## config.mk

```make
export PLATFORM = sky130hd
export DESIGN_NAME = block_feeder
export DESIGN_NICKNAME = d
export VERILOG_FILES = /design/src/rtl/preproc_pkg.sv /design/src/rtl/block_feeder.sv
export SDC_FILE = /design/constraint.sdc
export NUM_CORES = 1
export LEC_CHECK = 0
export ABC_AREA = 1
export BUFFER_PORTS_ARGS = -buffer_cell sky130_fd_sc_hd__buf_2
export CORE_UTILIZATION = 56
export CTS_CLUSTER_DIAMETER = 120
export DETAILED_ROUTE_END_ITERATION = 10
export GPL_ROUTABILITY_DRIVEN = 0
export PLACE_DENSITY = 0.87
export SLEW_MARGIN = 10
export SYNTH_ARGS = -nofsm -noshare
export SYNTH_HDL_FRONTEND = slang
export SYNTH_SLANG_ARGS = --single-unit
```

## constraint.sdc

```tcl
create_clock -name i_clk -period 2.75 [get_ports i_clk]
set_input_delay 0.275 -clock i_clk [delete_from_list [all_inputs] [get_ports i_clk]]
set_output_delay 0.275 -clock i_clk [all_outputs]
set_load 0.05 [all_outputs]
```

## src/rtl/preproc_pkg.sv

```systemverilog
// Shared preprocessing constants and the block feeder state encoding.
package preproc_pkg;

    localparam int DW    = 12;
    localparam int N     = 8;
    localparam int CNT_W = $clog2(N);

    typedef enum logic [1:0] {
        FILL    = 2'd0,
        LAST_WR = 2'd1,
        DRAIN   = 2'd2
    } state_e;

endpackage

```

## src/rtl/block_feeder.sv

```systemverilog
// Packs a raster 8x8 block of serial samples into rows for a transpose buffer,
// then drains it by issuing eight column reads before accepting the next block.
module block_feeder #(
    parameter int DW = preproc_pkg::DW,
    parameter int N  = preproc_pkg::N
) (
    input  logic          i_clk,
    input  logic          i_rst,
    input  logic          i_valid,
    input  logic [DW-1:0] i_data,
    output logic          o_ready,
    output logic [DW-1:0] o_data0,
    output logic [DW-1:0] o_data1,
    output logic [DW-1:0] o_data2,
    output logic [DW-1:0] o_data3,
    output logic [DW-1:0] o_data4,
    output logic [DW-1:0] o_data5,
    output logic [DW-1:0] o_data6,
    output logic [DW-1:0] o_data7,
    output logic          o_write,
    output logic          o_read,
    output logic          o_block_done
);
    import preproc_pkg::*;

    localparam logic [CNT_W-1:0] LAST = CNT_W'(N - 1);

    state_e           state_q, state_d;
    logic [CNT_W-1:0] col_q, col_d;
    logic [CNT_W-1:0] row_q, row_d;
    logic [CNT_W-1:0] drn_q, drn_d;
    logic             write_q, write_d;
    logic [DW-1:0]    lane_q [N];
    logic [DW-1:0]    lane_d [N];
    logic [DW-1:0]    data_q [N];
    logic [DW-1:0]    data_d [N];
    logic             accept;

    assign o_ready = (state_q == FILL);
    assign accept  = i_valid && o_ready;

    always_comb begin
        state_d = state_q;
        col_d   = col_q;
        row_d   = row_q;
        drn_d   = drn_q;
        write_d = 1'b0;
        lane_d  = lane_q;
        data_d  = data_q;
        unique case (state_q)
            FILL: begin
                if (accept) begin
                    lane_d[col_q] = i_data;
                    col_d         = col_q + 1'b1;
                    // Last sample of a row bypasses the lane array so the row
                    // is presented on the very next cycle.
                    if (col_q == LAST) begin
                        for (int k = 0; k < N - 1; k++) data_d[k] = lane_q[k];
                        data_d[N-1] = i_data;
                        write_d     = 1'b1;
                        if (row_q == LAST) begin
                            row_d   = '0;
                            state_d = LAST_WR;
                        end else begin
                            row_d = row_q + 1'b1;
                        end
                    end
                end
            end
            LAST_WR: state_d = DRAIN;
            DRAIN: begin
                drn_d = drn_q + 1'b1;
                if (drn_q == LAST) begin
                    drn_d   = '0;
                    state_d = FILL;
                end
            end
            default: state_d = FILL;
        endcase
    end

    always_ff @(posedge i_clk) begin
        if (i_rst) begin
            state_q <= FILL;
            col_q   <= '0;
            row_q   <= '0;
            drn_q   <= '0;
            write_q <= 1'b0;
            for (int k = 0; k < N; k++) data_q[k] <= '0;
        end else begin
            state_q <= state_d;
            col_q   <= col_d;
            row_q   <= row_d;
            drn_q   <= drn_d;
            write_q <= write_d;
            data_q  <= data_d;
        end
    end

    // Pack lanes need no reset: col_q restarts at lane 0, so stale contents
    // are always overwritten before they can reach a row.
    always_ff @(posedge i_clk) begin
        lane_q <= lane_d;
    end

    assign o_write      = write_q;
    assign o_read       = (state_q == DRAIN);
    assign o_block_done = (state_q == DRAIN) && (drn_q == LAST);

    assign o_data0 = data_q[0];
    assign o_data1 = data_q[1];
    assign o_data2 = data_q[2];
    assign o_data3 = data_q[3];
    assign o_data4 = data_q[4];
    assign o_data5 = data_q[5];
    assign o_data6 = data_q[6];
    assign o_data7 = data_q[7];

endmodule

```

### Word level (Yosys, flattened, before mapping)

Cells that the tools add are included.

| word-level totals | value |
|---|---|
| word-level logic and storage cells | 57 |
| output and inout bits | 100 |
| register bits | 204 |

| cells by class | value |
|---|---|
| magnitude comparators | 2 |
| bitwise logic cells | 3 |
| muxes and demuxes | 11 |
| eq/ne operators | 9 |
| reductions and logical operators | 8 |
| add/subtract/negate cells | 3 |

Operators with widths:

| kind | number |
|---|---|
| 96-bit bitwise mux | 1 |
| 12-bit demux with 3-bit select | 1 |
| 12-bit two-way mux | 1 |
| 3-bit by 1-bit adder with 3-bit output, second input constant | 3 |
| 3-bit == test, second input constant | 3 |
| 2-bit two-way mux | 4 |
| 2-bit by 1-bit inequality test with 1-bit output, second input constant | 4 |
| 3-bit two-way mux | 2 |
| 2-bit case mux with 3 select lines | 1 |
| 4-bit greater-or-equal comparator, second input constant | 1 |
| 4-bit by 1-bit < comparator with 1-bit output, second input constant | 1 |
| 3-bit NOT with 4-bit output | 1 |
| 4-bit AND reduction | 1 |
| 1-bit logical AND | 3 |
| 3-bit AND reduction | 1 |
| 3-bit OR reduction | 1 |
| 2-bit by 1-bit == test with 1-bit output, second input constant | 1 |
| 2-bit == test, second input constant | 1 |
| 2-bit logical NOT | 1 |
| 1-bit NOT | 2 |
| 2-bit AND reduction | 1 |
| 1-bit two-way mux | 1 |

### Depth between registers and ports, before layout

Gate-level depths: netlist of run 1.

| depth | value |
|---|---|
| depth after elaboration | 6 |
| gate-level depth with buffers | 9 |
| depth with buffers taken out | 7 |

### Worst setup path before layout of run 1

OpenSTA, ideal clock, no wires.

| path | value |
|---|---|
| path kind | register to register |
| from | register state_q[1] |
| to | register lane_q[12] (netlist bit), enable pin |
| path buffers | 0 |
| cell stages (with the launch flop) | 6 |
| data arrival time | 1.912 ns |
| setup slack | 0.442 ns |
| cells stage by stage | dfxtp_1 > nor2_4 > nand2_1 > inv_1 > nand2_1 > nor3_1 |

| between the ends | value |
|---|---|
| longest elaborated chain between the ends | 3 |

Ends and longest elaborated chain:

| element | RTL line | text |
|---|---|---|
| start: declaration | block_feeder.sv:28 | `state_e state_q, state_d;` |
| start signal: assignment | block_feeder.sv:91 | `state_q <= state_d;` |
| 2-bit logical NOT * | block_feeder.sv:39 | `assign o_ready = (state_q == FILL);` |
| net o_ready | block_feeder.sv:11 | `output logic o_ready,` |
| 1-bit logical AND | block_feeder.sv:40 | `assign accept = i_valid && o_ready;` |
| 2-bit AND reduction (no source line) * | - |  |
| end signal: assignment | block_feeder.sv:103 | `lane_q <= lane_d;` |
| end: declaration | block_feeder.sv:33 | `logic [DW-1:0] lane_q [N];` |

The timed path passes the listed nets; every way through them passes the cells marked *.
A chain may end at the register's enable or synchronous reset.

### Worst setup path in the final report of run 1

| path | value |
|---|---|
| from | register col_q[1] |
| to | register data_q, in the netlist o_data6[11] |

| between the ends | value |
|---|---|
| longest elaborated chain between the ends | 2 |

Ends and longest elaborated chain:

| element | RTL line | text |
|---|---|---|
| start: declaration | block_feeder.sv:29 | `logic [CNT_W-1:0] col_q, col_d;` |
| start signal: assignment | block_feeder.sv:92 | `col_q <= col_d;` |
| 3-bit == test | block_feeder.sv:57 | `if (col_q == LAST) begin` |
| 3-bit AND reduction (no source line) | - |  |
| end signal: assignment | block_feeder.sv:96 | `data_q <= data_d;` |
| end: declaration | block_feeder.sv:35 | `logic [DW-1:0] data_q [N];` |

No other way between the ends.

==> metrics, run 1 <==
Final period util 69.5%; Seq/Total Area, Yosys 66.4%; final non-filler cell total 1,073; RSZ-0062 raised after global routing no; pre-CTS setup slack between 800 and 900 ps; length of the first detailed-routing pass in iterations 5; Skew-Pair Late Insertion Delay 420 ps; Max rail drop VDD between 0.5 and 0.6 mV; Worst Tran Pin Value 624 ps; DRC Markers 0; grt total ovfl 0; CTS Hold Bufs 0; most frequent cells in the layout 215 x nor2_1, 210 x nand2_1, 114 x buf_2; Final ANT Viol Nets 0; synth unique cells 18; Resize count post-CTS 0; Hold WC Path Type in2reg; layout cells sized above 1 17.3%; Cells on Worst Hold Path 2; Die W roughly 110 um; YS warnings 0; WL/cell 13.0 um; Reg area about 0.0047 sq mm; setup tns final 0 ps; initial antenna violation count 0; fin nets 913; FMAX between 500 and 600 MHz; total power 5.64 mW; Critical Path RT 3100 ps; vias in the first global route 4,523; Post-Syn Area 0.00706 sq mm; min Tclk post-route between 1500 and 2000 ps; overall routing resource usage 23.1%; WS Path Type reg2reg; vias per std cell 4.59; Multi-input gate area 0.00177 sq mm; die area 0.0131 sq mm; largest net degree at the start of global routing 72; CTS Buf Count 17; H-tree depth 4; CP arrival around 2300 ps; Leak 4.25 nW; CP max FO just over 70; synthesized instance count slightly below 800; Area growth syn-to-layout 18.6%; Reg2Reg Depth 7; Post-CTS Setup Bufs 0; relative slew slack 58.4%; clk_skew slightly below 10 ps; Max clock buf depth 2; DP HPWL 8.59 mm; cell chosen for the clock root clkbuf_16; r2r setup slk 840 ps; commonest non-fill, non-tap cell in the layout nor2_1; utilization after layout just under 70%; Final Hold Violating Endpoints 0; CP endpoint kind flip-flop; Pins Over Slew Limit 0; Core Box Area 0.0122 sq mm; site row count 40; I/O Pins 115; Num Clock Sinks 192; FILL cells 935; MaxCap Viol Count 0; syn avg cell area 9.05 sq um; Mapped Nets 801; initial core utilization 58.0%; routed wire length 14.0 mm; vias post-DR 4,930; Worst-path clk slew 70 ps; 1st-iter DRT viols 430; status finished, final reports clean; first-pass GRT wire length approximately 22 mm; #FFs+latches synth 192; CTS tree yes; Post-Place Cells between 1k and 1.5k; PwrDens 674 mW/mm^2; DIE HEIGHT 114 um; Final Setup Violations 0; setup ws final 839 ps; crit start category flip-flop; Antenna diodes 0; IO buf count 114
critical path, stage by stage (launching register included):
cell and delay (ps):
dfxtp_1 380, ha_1 170, ha_1 210, nand3_4 410
buf_12 390, nand2_1 90, nand2_1 50, nor2_1 120
registers in the layout (all words and copies together) (netlist names):
register / flops
o_data3: 12
o_data4: 12
o_data1: 12
drn_q: 3
o_data5: 12
o_data6: 12
o_data7: 12
o_data0: 12
o_data2: 12
lane_q: 84
state_q: 2
col_q: 3
o_write: 1
row_q: 3
stage by stage:
stage / area (sq um) / hold WS, ps
after floorplan: 7060 / 344
after global placement: 7780 / 450
after detailed placement: 7780 / 458
after CTS: 8370 / 102
after global routing: 8370 / 113
final: 8370 / 117
routing by layer:
metal	track usage (%)	vias to the layer above	part of all wire, %
li1	-	2552	-
met1	30.0	2222	45
met2	37.7	142	48
met3	5.77	14	5.6
met4	8.05	0	1.7
met5	0	-	0
worst paths after layout:
kind                                    to             startpoint
setup / recovery  o_data6[11]$_SDFFE_PP0P_  col_q[1]$_SDFFE_PP0P_
hold / removal       col_q[0]$_SDFFE_PP0P_                  i_rst
setup reg to reg  o_data6[11]$_SDFFE_PP0P_  col_q[1]$_SDFFE_PP0P_
hold reg to reg    o_data1[2]$_SDFFE_PP0P_   lane_q[74]$_DFFE_PP_
power by group:
| group | internal (mW) | switching, mW | total [mW] |
|---|---|---|---|
| Combinational | 0.0360 | 0.145 | 0.181 |
| Sequential | 3.03 | 0.0164 | 3.04 |
| Clock | 1.46 | 0.958 | 2.42 |
| Total | 4.52 | 1.12 | 5.64 |
kinds of logic (layout without fill, tap and decap cells):
| kind of cell | count (synthesis) | count (layout) | synth area share (%) |
|---|---|---|---|
| flops | 192 | 192 | 66.4 |
| fa+ha+maj | 6 | 6 | 1.06 |
| buf+inv | 144 | 269 | 8.79 |
| compound gates | 8 | 8 | 0.567 |
| simple gates | 430 | 430 | 23.2 |
layout make-up:
type	count	share of cell area [%]
Timing Repair Buffer	126	8.34
Multi-Input combinational cell	444	21.1
Clock buffer	28	6.58
Tap cell	168	2.51
Sequential cell	192	56.0
Clock inverter	4	0.538
Inverter	111	4.99
cells in the mapped netlist:
cell type  number  share of area (%)
a21oi_1         3               0.21
buf_2          10               0.71
buf_4           8               0.85
buf_6           5               0.80
clkbuf_1       10               0.53
dfxtp_1       108                 31
edfxtp_1       84                 36
ha_1            6                1.1
inv_1         110                5.9
inv_2           1              0.053
nand2_1       210                 11
nand3_2         1               0.14
nand4_1         1              0.089
nor2_1        215                 11
nor2_4          1               0.16
nor3_1          1              0.071
nor3_2          1               0.14
o21ai_0         5               0.35
Note: power is estimated with default switching activity, not from simulation.
==> run 2: changes to the inputs <==
- clock period: 2.75 -> 1.85 ns (I/O delays scaled with it)
==> metrics, run 2 (synthesis gave the netlist of run 1 again) <==
Max rail drop VDD 0.664 mV (+14%); Worst-path clk slew 70 ps (about the same); crit start category flip-flop; layout cells sized above 1 18.6% (+1.2 points); Pins Over Slew Limit 0 (unchanged); CTS tree yes; most frequent cells in the layout 212 x nor2_1, 210 x nand2_1, 114 x buf_2; DRC Markers 0 (unchanged); Critical Path RT 2170 ps (-930 ps); PwrDens 1010 mW/mm^2 (+50%); Max clock buf depth 2 (unchanged); vias per std cell 4.60 (+0.19%); Hold WC Path Type in2reg; min Tclk post-route 1710 ps (-199 ps); status finished, final reports clean; Pint 6.76 mW (+49%); CTS Buf Count 17 (unchanged); relative slew slack 68.6% (+10 points); H-tree depth 4 (unchanged); site row count 40 (unchanged); utilization after layout 69.4% (+0.57 points); MaxCap Viol Count 0 (unchanged); post-route cell area 0.00844 sq mm (+0.82%); WS Path Type reg2reg; Core Box Area 0.0122 sq mm (unchanged); CTS Hold Bufs 0 (unchanged); fin nets 917 (+0.44%); initial core utilization 58.0% (unchanged); CP endpoint kind flip-flop; vias in the first global route 4,659 (+3.0%); Final Hold Violating Endpoints 0 (unchanged); I/O Pins 115 (unchanged); DIE HEIGHT 114 um (unchanged); largest register by flop count lane_q; Comb power frac 3.3% (about the same); Num Clock Sinks 192 (unchanged); Die W 114 um (unchanged); 1st-iter DRT viols 333 (-23%); CP top delay family simple AND/OR/NAND/NOR gates; Leak 4.27 nW (+0.44%); Slowest Stage Delay on Critical Path 340 ps (-70 ps); Area growth syn-to-layout 19.6%; overall routing resource usage 24.3% (+1.2 points); Hold WS 22.9 ps (-93.8 ps); max reg flops 84 (unchanged); WL/cell 13.6 um (+3.8%); CP bufs+invs 1 (unchanged); DP HPWL 8.93 mm (+4.0%); Final ANT Viol Nets 0 (unchanged); Multi-input gate area 0.00177 sq mm (+0.43%); critical-path cell list ha_1 -> ha_1 -> nand3_4 -> buf_4 -> nand2_1 -> nand2_1 -> nor2_1; Antenna diodes 0 (unchanged); first-pass GRT wire length 23.2 mm (+3.6%); Worst Tran Pin Value 471 ps (-153 ps); cell with the largest stage delay on the worst path dfxtp_1; Clk network pwr share 43.7% (+0.9 points); RSZ-0062 raised after global routing no; part of the power in registers 53.0% (-1.0 points); Final period util 92.6% (+23 points); FILL cells 912 (-2.5%); initial antenna violation count 0 (unchanged); vias post-DR 4,958 (+0.57%); Resize count post-CTS 0 (unchanged); pre-CTS setup slack 152 ps (-702 ps); P_sw 1.77 mW (+58%); largest net degree at the start of global routing 56 (-22%); placed standard-cell area 0.00783 sq mm (+0.64%); clk_skew 5.00 ps (-4.88 ps); IO buf count 114 (unchanged); commonest non-fill, non-tap cell in the layout nor2_1; CP arrival 2030 ps (-230 ps); grt total ovfl 0 (unchanged); Final Setup Violations 0 (unchanged); Skew-Pair Late Insertion Delay 420 ps (about the same); Post-CTS Setup Bufs 0 (unchanged); Switching Share 20.8% (+0.95 points); routed wire length 14.6 mm (+4.2%); die area 0.0131 sq mm (unchanged); CP max FO 23 (-68%); Reg area 0.00468 sq mm (unchanged); setup ws final 137 ps (-701 ps); cell chosen for the clock root clkbuf_16; length of the first detailed-routing pass in iterations 4 (-1); FMAX 584 MHz (+12%)
## run 2: cell types whose count changed in the layout (fill, tap and decap cells not counted), sizes merged
cell	previous run	this run
clkbuf	28	19
bufinv	1	3
clkinvlp	0	3
inv	110	111
clkinv	4	7
buf	126	130
## run 2: path summary, 6_finish.rpt
path / from / end / slack, ps / cells after the start
min: i_rst / col_q[0]$_SDFFE_PP0P_ / 20 / 2
max reg2reg: col_q[0]$_SDFFE_PP0P_ / o_data6[10]$_SDFFE_PP0P_ / 140 / 7
min reg2reg: lane_q[82]$_DFFE_PP_ / o_data1[10]$_SDFFE_PP0P_ / 470 / 2
max: col_q[0]$_SDFFE_PP0P_ / o_data6[10]$_SDFFE_PP0P_ / 140 / 7
## run 2: area by class of cell
cell class / instances / area share [%]
repair buffers: 130 / 8.78
multi-input cells: 444 / 21.0
clock buffers: 19 / 5.37
clock inverters: 13 / 1.91
well taps: 168 / 2.49
flip-flops and latches: 192 / 55.5
inverters: 111 / 4.95
## run 2: per-layer routing
layer	part of all wire (%)	track usage, %	vias to the layer above	wire, um
li1	-	-	2559	-
met1	41	29.6	2248	5960
met2	51	39.6	139	7390
met3	7.2	6.30	12	1050
met4	1.3	13.2	0	193
met5	0	0	-	0
## run 2: power groups by stage
stage	combinational, mW	sequential (mW)	clock (mW)
2_1_floorplan	0.106	4.66	0
3_3_place_gp	0.277	4.61	0
5_1_grt	0.308	4.53	3.95
6_report	0.281	4.52	3.73
3_5_place_dp	0.284	4.62	0
4_1_cts	0.286	4.52	3.77
## run 2: through the flow
step                std cells  setup TNS [ps]  total power, mW
global placement         1045               0             4.89
finish                   1077               0             8.53
detailed placement       1045               0             4.90
CTS                      1077               0             8.58
global route             1077               0             8.79
floorplan                 780           -5670             4.76
==> run 3: changes to the inputs <==
- BUFFER_PORTS_ARGS: -buffer_cell sky130_fd_sc_hd__buf_2 -> unset
- CORE_UTILIZATION: 56 -> 60
- DONT_BUFFER_PORTS: unset -> 1
- PLACE_DENSITY: 0.87 -> 0.84
- SKIP_LAST_GASP: unset -> 1
- SLEW_MARGIN: 10 -> unset
==> metrics, run 3 (synthesis gave the netlist of run 1 again) <==
routed wire length 14.4 mm (-1.3%); PwrDens 1070 mW/mm^2 (+6.3%); Die W 110 um (-3.3%); Core Box Area 0.0114 sq mm (-6.1%); Worst-path clk slew 60 ps (about the same); setup ws final 164 ps (+26.7 ps); initial antenna violation count 1 (+1); first-pass GRT wire length 23.2 mm (-0.12%); Critical Path RT 1980 ps (-190 ps); CTS Hold Bufs 14 (+14); CTS tree yes; placed standard-cell area 0.00724 sq mm (-7.5%); Final ANT Viol Nets 0 (unchanged); min Tclk post-route 1690 ps (-26.7 ps); I/O Pins 115 (unchanged); WS Path Type reg2reg; largest register by flop count lane_q; cell chosen for the clock root clkbuf_16; Resize count post-CTS 0 (unchanged); utilization after layout 70.1% (+0.73 points); CP endpoint kind flip-flop; Hold WC Path Type in2reg; largest net degree at the start of global routing 94 (+68%); CP arrival 1810 ps (-220 ps); relative slew slack 59.8% (-8.8 points); Post-CTS Setup Bufs 0 (unchanged); Skew-Pair Late Insertion Delay 420 ps (about the same); Final Hold Violating Endpoints 0 (unchanged); crit start category flip-flop; vias per std cell 4.90 (+6.4%); final non-filler cell total 954 (-11%); IO buf count 0 (-100%); DIE HEIGHT 110 um (-3.3%); H-tree depth 4 (unchanged); grt total ovfl 0 (unchanged); 1st-iter DRT viols 400 (+20%); DRC Markers 0 (unchanged); Area growth syn-to-layout 13.5%; CP max FO 9 (-61%); FMAX 593 MHz (+1.6%); initial core utilization 61.8% (+3.8 points); Final period util 91.1% (-1.4 points); clk_skew 6.01 ps (+1.02 ps); FILL cells 836 (-8.3%); die area 0.0122 sq mm (-6.5%); Max clock buf depth 2 (unchanged); MaxCap Viol Count 0 (unchanged); WL/cell 15.1 um (+11%); Pins Over Slew Limit 0 (unchanged); status finished, final reports clean; overall routing resource usage 24.9% (+0.61 points); length of the first detailed-routing pass in iterations 4 (unchanged); DP HPWL 8.90 mm (-0.38%); vias post-DR 4,674 (-5.7%); Max rail drop VDD 0.733 mV (+10%); Leak 3.73 nW (-12%); CTS Buf Count 17 (unchanged); Post-Place Cells 908 (-13%); max reg flops 84 (unchanged); fin nets 819 (-11%); layout cells sized above 1 6.79% (-12 points); vias in the first global route 4,702 (+0.92%); Worst Tran Pin Value 601 ps (+130 ps); Hold WS 24.3 ps (+1.47 ps); post-route cell area 0.00801 sq mm (-5.1%); RSZ-0062 raised after global routing no; most frequent cells in the layout 212 x nor2_1, 210 x nand2_1, 110 x inv_1; Num Clock Sinks 192 (unchanged); site row count 39 (-2.5%); commonest non-fill, non-tap cell in the layout nor2_1; Final Setup Violations 0 (unchanged); pre-CTS setup slack 202 ps (+50.1 ps)
==> run 3: final timing paths <==
check,endpoint,start,cells after the start,slack [ps]
worst max register to register,lane_q[47]$_DFFE_PP_,state_q[1]$_SDFFE_PP0P_,6,160
worst min register to register,o_data2[10]$_SDFFE_PP0P_,lane_q[70]$_DFFE_PP_,2,470
worst max-delay path,lane_q[47]$_DFFE_PP_,state_q[1]$_SDFFE_PP0P_,6,160
worst min-delay path,col_q[0]$_SDFFE_PP0P_,i_valid,3,20
==> run 3: layer usage <==
| layer | up-vias | GRT usage (%) | routed length, um |
|---|---|---|---|
| met5 | - | 0 | 0 |
| met3 | 22 | 7.79 | 1070 |
| li1 | 2365 | - | - |
| met1 | 2147 | 28.3 | 5910 |
| met4 | 0 | 10.5 | 312 |
| met2 | 140 | 43.1 | 7110 |
==> run 3: power breakdown <==
part / internal, mW / switching (mW) / total (mW)
logic: 0.0601 / 0.167 / 0.227
clock network: 2.31 / 1.50 / 3.81
registers: 4.50 / 0.0730 / 4.57
total: 6.87 / 1.74 / 8.60
==> run 3: stage by stage <==
step	TNS [ps]	power, mW
6_report	0	8.60
3_5_place_dp	0	4.82
5_1_grt	0	8.80
4_1_cts	0	8.63
3_3_place_gp	0	4.80
2_1_floorplan	-5670	4.76
==> run 3: final cells by class <==
cell class	instances	area (sq um)	share of cell area, %
diodes	1	2.50	0.0313
inverters	111	418	5.22
well taps	143	179	2.23
clock buffers	23	499	6.23
flip-flops and latches	192	4680	58.5
multi-input cells	444	1770	22.1
clock inverters	8	126	1.58
repair buffers	32	325	4.06
==> run 3: worst max-delay path, stage by stage (launching register included) <==
cell     delay [ps]
dfxtp_1         350
nor2_4          190
nand2_1         130
inv_1           140
nand2_1         150
nor2_1          210
buf_4           220
